[src/rtl/adder_bist.sv]
// Built-in self-test engine for a combinational WIDTH-bit ripple adder.
// It sweeps every operand pair, checks sum/carry/overflow against a golden result and records the first failure.
module adder_bist #(
   parameter int WIDTH  = 4,
   parameter int SETTLE = 2
) (
   input  logic               clk,
   input  logic               reset,
   input  logic               start,
   output logic [WIDTH-1:0]   a,
   output logic [WIDTH-1:0]   b,
   input  logic [WIDTH-1:0]   sum,
   input  logic               carryout,
   input  logic               overflow,
   output logic               busy,
   output logic               done,
   output logic               pass,
   output logic [2*WIDTH:0]   error_count,
   output logic               fail_valid,
   output logic [WIDTH-1:0]   fail_a,
   output logic [WIDTH-1:0]   fail_b
);

   localparam int IW = 2 * WIDTH;
   localparam int CW = (SETTLE < 2) ? 1 : $clog2(SETTLE);
   localparam logic [CW-1:0] CNT_LAST = CW'(SETTLE - 1);
   localparam logic [IW:0]   ERR_ONE  = {{IW{1'b0}}, 1'b1};
   localparam logic [IW-1:0] IDX_ONE  = {{(IW-1){1'b0}}, 1'b1};

   typedef enum logic [1:0] {S_IDLE, S_SETTLE, S_CHECK, S_DONE} state_t;

   state_t            state_q, state_d;
   logic [IW-1:0]     idx_q, idx_d;
   logic [CW-1:0]     cnt_q, cnt_d;
   logic [IW:0]       err_q, err_d;
   logic              fv_q, fv_d;
   logic [WIDTH-1:0]  fa_q, fa_d;
   logic [WIDTH-1:0]  fb_q, fb_d;

   logic [WIDTH:0]    exp_full;
   logic              exp_ovf;
   logic              mismatch;

   assign a = idx_q[IW-1:WIDTH];
   assign b = idx_q[WIDTH-1:0];

   // Golden result is taken from the registered operands, the same values the adder sees.
   always_comb begin
      exp_full = {1'b0, a} + {1'b0, b};
      exp_ovf  = (a[WIDTH-1] == b[WIDTH-1]) && (exp_full[WIDTH-1] != a[WIDTH-1]);
      mismatch = (sum != exp_full[WIDTH-1:0]) || (carryout != exp_full[WIDTH]) ||
                 (overflow != exp_ovf);
   end

   always_comb begin
      state_d = state_q;
      idx_d   = idx_q;
      cnt_d   = cnt_q;
      err_d   = err_q;
      fv_d    = fv_q;
      fa_d    = fa_q;
      fb_d    = fb_q;
      case (state_q)
         S_IDLE, S_DONE: begin
            if (start) begin
               state_d = S_SETTLE;
               idx_d   = '0;
               cnt_d   = '0;
               err_d   = '0;
               fv_d    = 1'b0;
               fa_d    = '0;
               fb_d    = '0;
            end
         end
         S_SETTLE: begin
            cnt_d = cnt_q + 1'b1;
            if (cnt_q == CNT_LAST) begin
               state_d = S_CHECK;
               cnt_d   = '0;
            end
         end
         S_CHECK: begin
            if (mismatch) begin
               err_d = err_q + ERR_ONE;
               if (!fv_q) begin
                  fv_d = 1'b1;
                  fa_d = a;
                  fb_d = b;
               end
            end
            // Operands advance only here, so the adder inputs stay stable through each settle window.
            if (idx_q == '1) begin
               state_d = S_DONE;
            end else begin
               idx_d   = idx_q + IDX_ONE;
               cnt_d   = '0;
               state_d = S_SETTLE;
            end
         end
         default: state_d = S_IDLE;
      endcase
   end

   always_ff @(posedge clk) begin
      if (reset) begin
         state_q <= S_IDLE;
         idx_q   <= '0;
         cnt_q   <= '0;
         err_q   <= '0;
         fv_q    <= 1'b0;
         fa_q    <= '0;
         fb_q    <= '0;
      end else begin
         state_q <= state_d;
         idx_q   <= idx_d;
         cnt_q   <= cnt_d;
         err_q   <= err_d;
         fv_q    <= fv_d;
         fa_q    <= fa_d;
         fb_q    <= fb_d;
      end
   end

   assign busy        = (state_q == S_SETTLE) || (state_q == S_CHECK);
   assign done        = (state_q == S_DONE);
   assign pass        = done && (err_q == '0);
   assign error_count = err_q;
   assign fail_valid  = fv_q;
   assign fail_a      = fa_q;
   assign fail_b      = fb_q;

endmodule

[config.mk]
export PLATFORM = sky130hd
export DESIGN_NAME = adder_bist
export DESIGN_NICKNAME = d
export VERILOG_FILES = /design/src/rtl/adder_bist.sv
export SDC_FILE = /design/constraint.sdc
export NUM_CORES = 1
export LEC_CHECK = 0
export CAP_MARGIN = 20
export CORE_ASPECT_RATIO = 1.2
export CORE_MARGIN = 3
export CORE_UTILIZATION = 42
export CTS_BUF_LIST = sky130_fd_sc_hd__clkbuf_4 sky130_fd_sc_hd__clkbuf_8
export CTS_CLUSTER_SIZE = 30
export DETAILED_ROUTE_END_ITERATION = 7
export GPL_TIMING_DRIVEN = 0
export PLACE_DENSITY = 0.68
export SYNTH_ARGS = -nofsm -noshare
export SYNTH_HDL_FRONTEND = slang
export SYNTH_SLANG_ARGS = --single-unit
[constraint.sdc]
create_clock -name clk -period 4.49 [get_ports clk]
set_input_delay 1.347 -clock clk [delete_from_list [all_inputs] [get_ports clk]]
set_output_delay 1.347 -clock clk [all_outputs]
set_load 0.01 [all_outputs]
* After elaboration in Yosys (flattened, before gate mapping) *
Index checks and enable logic that the tools add are counted.

storage, ports and cells
  word-level logic and storage cells = 62
  memories kept = 0
  latch bits = 0
  bits in registers = 29
  bits in writable memories = 0
  output and inout bits = 29
  memory bits (read-only) = 0

operators by class
  multiply operators = 0
  add/subtract/negate cells = 4
  bitwise operators = 0
  div/mod/pow operators = 0
  reductions and logical operators = 14
  muxes and demuxes = 23
  eq/ne operators = 14
  magnitude comparators = 0
  shifts and indexed selects = 0

operators by type and width
  cell                                                  count
  2-to-1 mux 4 bit                                      5
  2-to-1 mux 9 bit                                      2
  case mux 9 bit (2 select lines)                       1
  2-to-1 mux 8 bit                                      2
  case mux 4 bit (2 select lines)                       2
  case mux 8 bit (2 select lines)                       1
  != test 2 bit (second input constant)                 5
  adder 9 x 1 -> 9 bit (second input constant)          1
  logical NOT 9 bit                                     1
  adder 8 x 1 -> 8 bit (second input constant)          1
  equality test 8 bit (second input constant)           1
  2-to-1 mux 2 bit                                      3
  case mux 2 bit (3 select lines)                       1
  AND reduction 3 bit                                   2
  adder 4 x 4 -> 5 bit                                  1
  equality test 2 bit (second input constant)           2
  2-to-1 mux 1 bit                                      4
  != test 4 bit                                         1
  AND reduction 2 bit                                   2
  AND reduction 4 bit                                   1
  logical OR 1 bit                                      3
  != test 1 bit                                         3
  case mux 1 bit (3 select lines)                       1
  equality test 2 x 1 -> 1 bit (second input constant)  1
  7 further kinds                                       8

* Depth between registers and ports, before layout *
Gate-level depths: netlist of run 1.

  word-level depth = 7
  gate-level depth with buffers = 9
  depth with buffers taken out = 7

* Worst setup path before layout of run 1 *
OpenSTA, ideal clock, no wires.

  kind = input to register
  start = input overflow
  end = register err_q[1], in the netlist error_count[1]
  required time = 4.370 ns
  library setup time = 0.120 ns
  stages = 6
  arrival time = 2.467 ns
  buffers on the path = 1
  path slack = 1.903 ns
  cell sequence = a21boi_0 nand4_2 nor3_4 buf_6 a31oi_1 o31a_1

between the ends
  cells in the longest elaborated chain, start to end = 4

RTL lines
  item                                  RTL line  text
  start: declaration                    14        input logic overflow,
  != test 1 bit                         52        (overflow != exp_ovf);
  logical OR 1 bit                      51        mismatch = (sum != exp_full[WIDTH-1:0]) || (carryout != exp_full[WIDTH]) ||
  != test 2 bit (no source line)        -
  AND reduction 3 bit (no source line)  -
  end signal: assignment                117       err_q <= err_d;
  end: declaration                      35        logic [IW:0] err_q, err_d;

No other way between the ends.
A chain may end at the register's enable or synchronous reset.

* Worst setup path after layout of run 1 *
  start = register state_q[0]
  end = output pass

between the ends
  cells in the longest elaborated chain, start to end = 2

RTL lines
  item                      RTL line  text
  start: declaration        32        state_t state_q, state_d;
  start signal: assignment  114       state_q <= state_d;
  equality test 2 bit       125       assign done = (state_q == S_DONE);
  logical AND 1 bit         126       assign pass = done && (err_q == '0);
  end: declaration          17        output logic pass,

No other way between the ends.

==> impl_metrics.toml, run 1 <==
[global_route]
overflow = 0
antenna_found_initial = 0
grt_pass1_wl_um = 7670
grt_max_degree = 11
grt_pass1_vias = 1599
grt_use_total_pct = 19.1

[floorplan]
dieArea_mm2 = 0.00515
die_x_um = 66.0
io_pins = 38
initial_utilization_pct = 45.0
rows = 25
core_area_mm2 = 0.00404
die_y_um = 78.0

[power_and_ir_drop]
power.density_mw_per_mm2 = 249
fin_total_pwr_w = 0.000586
p_leak_nw = 0.841
ir_worst_vdd_v = 0.000133

[worst_hold_path]
hp-class = "register to register"
worstHoldStart = "fail_a[3]"
worstHoldPathCells = 2
worst_hold_path.endpoint = "fail_a[3]"

[sta]
min_period_ns = 3.09
grt_setup_unrepaired = "false"
setup_tns_ns = 0
setup_viol = 0
fmax_ghz = 0.323
skew_ns = 0.00628
finalCritPeriodShare_pct = 68.9
drv_slew = 0
hold_viol_final = 0
slew_headroom_pct = 40.8
tightest_slew_ns = 0.881
setup_slack_ns = 1.40

[synth]
yosysTopAreaCell = "dfxtp_1"
syn_inst = 216
synth.most_common_cell = "nand2_1"
synth_common_cells = "30 x nand2_1, 29 x dfxtp_1, 17 x nor2_1"
synth.area.top_cells = "dfxtp_1 32%, ha_1 7.6%, nand2_1 6.2%"
synthDominantCellAreaShare_pct = 32.0
async_flop_share_pct = 0
synth_seq_cells = 29
synth_flop_cell = "dfxtp_1"
synth_area_per_cell_um2 = 8.40
ys_seq_area_share_pct = 32.0
synth_cell_types = 46
ys.warnings.count = 0
synth-edff-count = 0
synth_area_mm2 = 0.00181
synth_nets = 237

[critical_path]
start_kind = "register"
reg2reg_slack_ns = 1.88
required_ns = 3.14
reg2reg_depth = 7
crit_arrival_ns = 1.75
worstReg2RegStart = "idx_q[0]"
criticalPathCategory = "register to output port"
worstPathMaxFanout = 4
end_kind = "output port"
r2r_end = "fail_a[0]"

[clock_tree]
cts-buffers-inserted = 5
cts_tree = "done"
cts-hold-fix-buffers = 0
cts.path.max_buffers = 2
cts-resized-gates = 0
clk_latency_ns = 0.28
cts-htree-levels = 2
cts_setup_buffers = 0
clock-root-buffer = "clkbuf_8"
cts.clk_slew.worst_paths_ns = 0.06
clkSinkCount = 29

[place]
placed_area_mm2 = 0.00225
pre_cts_ws_ns = 1.14
numPortBuffers = 37
dp_hpwl_um = 3210
gp_congestion = 0.839

[detailed_routing]
dr.first_iter.drc_count = 131
drc_errors = 0
routedWlPerCell_um = 13.6
vias = 1737
first_pass_iters = 4
routed_wl_um = 4300
viasPerCell = 5.51
ant_nets = 0

[layout]
drive_above_1_share_pct = 10.3
syn2layout_area_growth_pct = 29.7
num_antenna_cells = 0
layout.nets = 281
final_area_mm2 = 0.00235
fillCellCount = 384

[outcome]
status = "finished, final reports clean"

[flow_run]
drv_cap = 0
## area by class of cell
type / count / area [µm²] / area share, %
inverters: 15 / 56.3 / 2.39
flip-flops and latches: 29 / 581 / 24.7
clock inverters: 1 / 5.00 / 0.213
multi-input cells: 165 / 1130 / 48.0
well taps: 54 / 67.6 / 2.87
plain buffers: 7 / 48.8 / 2.07
clock buffers: 7 / 96.3 / 4.09
repair buffers: 37 / 370 / 15.7
## worst max path at each step
stage	from	to	slack, ns	cells after the start
floorplan	overflow	error_count[1]	1.90	6
global placement	overflow	fail_valid	1.15	7
detailed placement	overflow	fail_a[0]	1.14	6
CTS	state_q[0]	pass	1.39	4
global route	state_q[1]	pass	1.28	4
finish	state_q[0]	pass	1.40	4
## critical path: stages, from the launching register on
cell and delay (ns):
dfxtp_1 0.38, ha_1 0.21, nand4_1 0.10, nor4_1 0.19, clkdlybuf4s50_1 0.59
## cell families after synthesis
kind of cell / after synthesis / share of synthesized area (%)
DFF: 29 / 32.0
and+or+nand+nor: 84 / 22.8
buffers and inverters: 22 / 5.79
adders and majority gates: 12 / 8.69
muxes: 3 / 1.66
xor gates and xnor gates: 12 / 6.97
AOI/OAI and AO/OA: 54 / 22.1
## per-stage QoR
step	instances	hold WS (ns)	util, %
floorplan	216	0.479	-
global placement	307	0.448	55.8
detailed placement	307	0.455	55.8
CTS	315	0.464	58.3
global route	315	0.500	58.3
finish	315	0.457	58.3
## cells in the final DEF, fill, tap and decap left out, types with 2 or more instances in the layout
| cell | n |
|---|---|
| xnor2_1 | 3 |
| nand3_1 | 12 |
| nand2b_1 | 3 |
| nand4_1 | 3 |
| o21ai_0 | 12 |
| a31o_2 | 2 |
| nor2b_1 | 3 |
| clkbuf_1 | 2 |
| nor2_1 | 17 |
| and3_1 | 4 |
| mux2i_1 | 3 |
| clkbuf_8 | 7 |
| a311o_2 | 3 |
| or3_1 | 2 |
| and4_1 | 2 |
| buf_4 | 4 |
| dfxtp_1 | 29 |
| nor3_1 | 2 |
| nand2_1 | 30 |
| a21oi_1 | 5 |
| ha_1 | 11 |
| clkdlybuf4s50_1 | 37 |
| a31oi_1 | 10 |
| xor2_1 | 7 |
| o32ai_1 | 10 |
| inv_1 | 15 |
## flip-flops by register name, summed over array words and instances (netlist names)
| signal | count |
|---|---|
| cnt_q | 1 |
| error_count | 9 |
| fail_a | 4 |
| fail_b | 4 |
| fail_valid | 1 |
| state_q | 2 |
| idx_q | 8 |
## layer usage
layer  vias up  GRT usage [%]  share of wire (%)
met5         -              0                  0
met4         0           6.71                1.3
met3         5           3.47                4.8
met2        48           28.9                 49
met1       815           26.8                 45
li1        869              -                  -
## report_power, final
part	leakage, nW	switching [W]	internal [W]	total [W]
Clock	0.0542	0.0000983	0.000138	0.000237
Sequential	0.234	0.00000522	0.000261	0.000266
Combinational	0.552	0.0000488	0.0000347	0.0000835
Note: power is estimated with default switching activity, not from simulation.
==> run 2: changes to the inputs <==
==> constraint.sdc (replaced) <==
create_clock -name clk -period 3 [get_ports clk]
set_input_delay 0.9 -clock clk [delete_from_list [all_inputs] [get_ports clk]]
set_output_delay 0.9 -clock clk [all_outputs]
set_load 0.01 [all_outputs]
==> results of run 2 <==
The final DEF is identical to that of run 1. Status: finished, final reports clean.
Among the figures that moved: setup slack after placement 1.14 ns -> 0.0995 ns; setup slack after layout 1.40 ns -> 0.353 ns; register-to-register setup slack 1.88 ns -> 0.39 ns; total power 0.000586 W -> 0.000878 W; worst IR drop on VDD 0.000133 V -> 0.000199 V
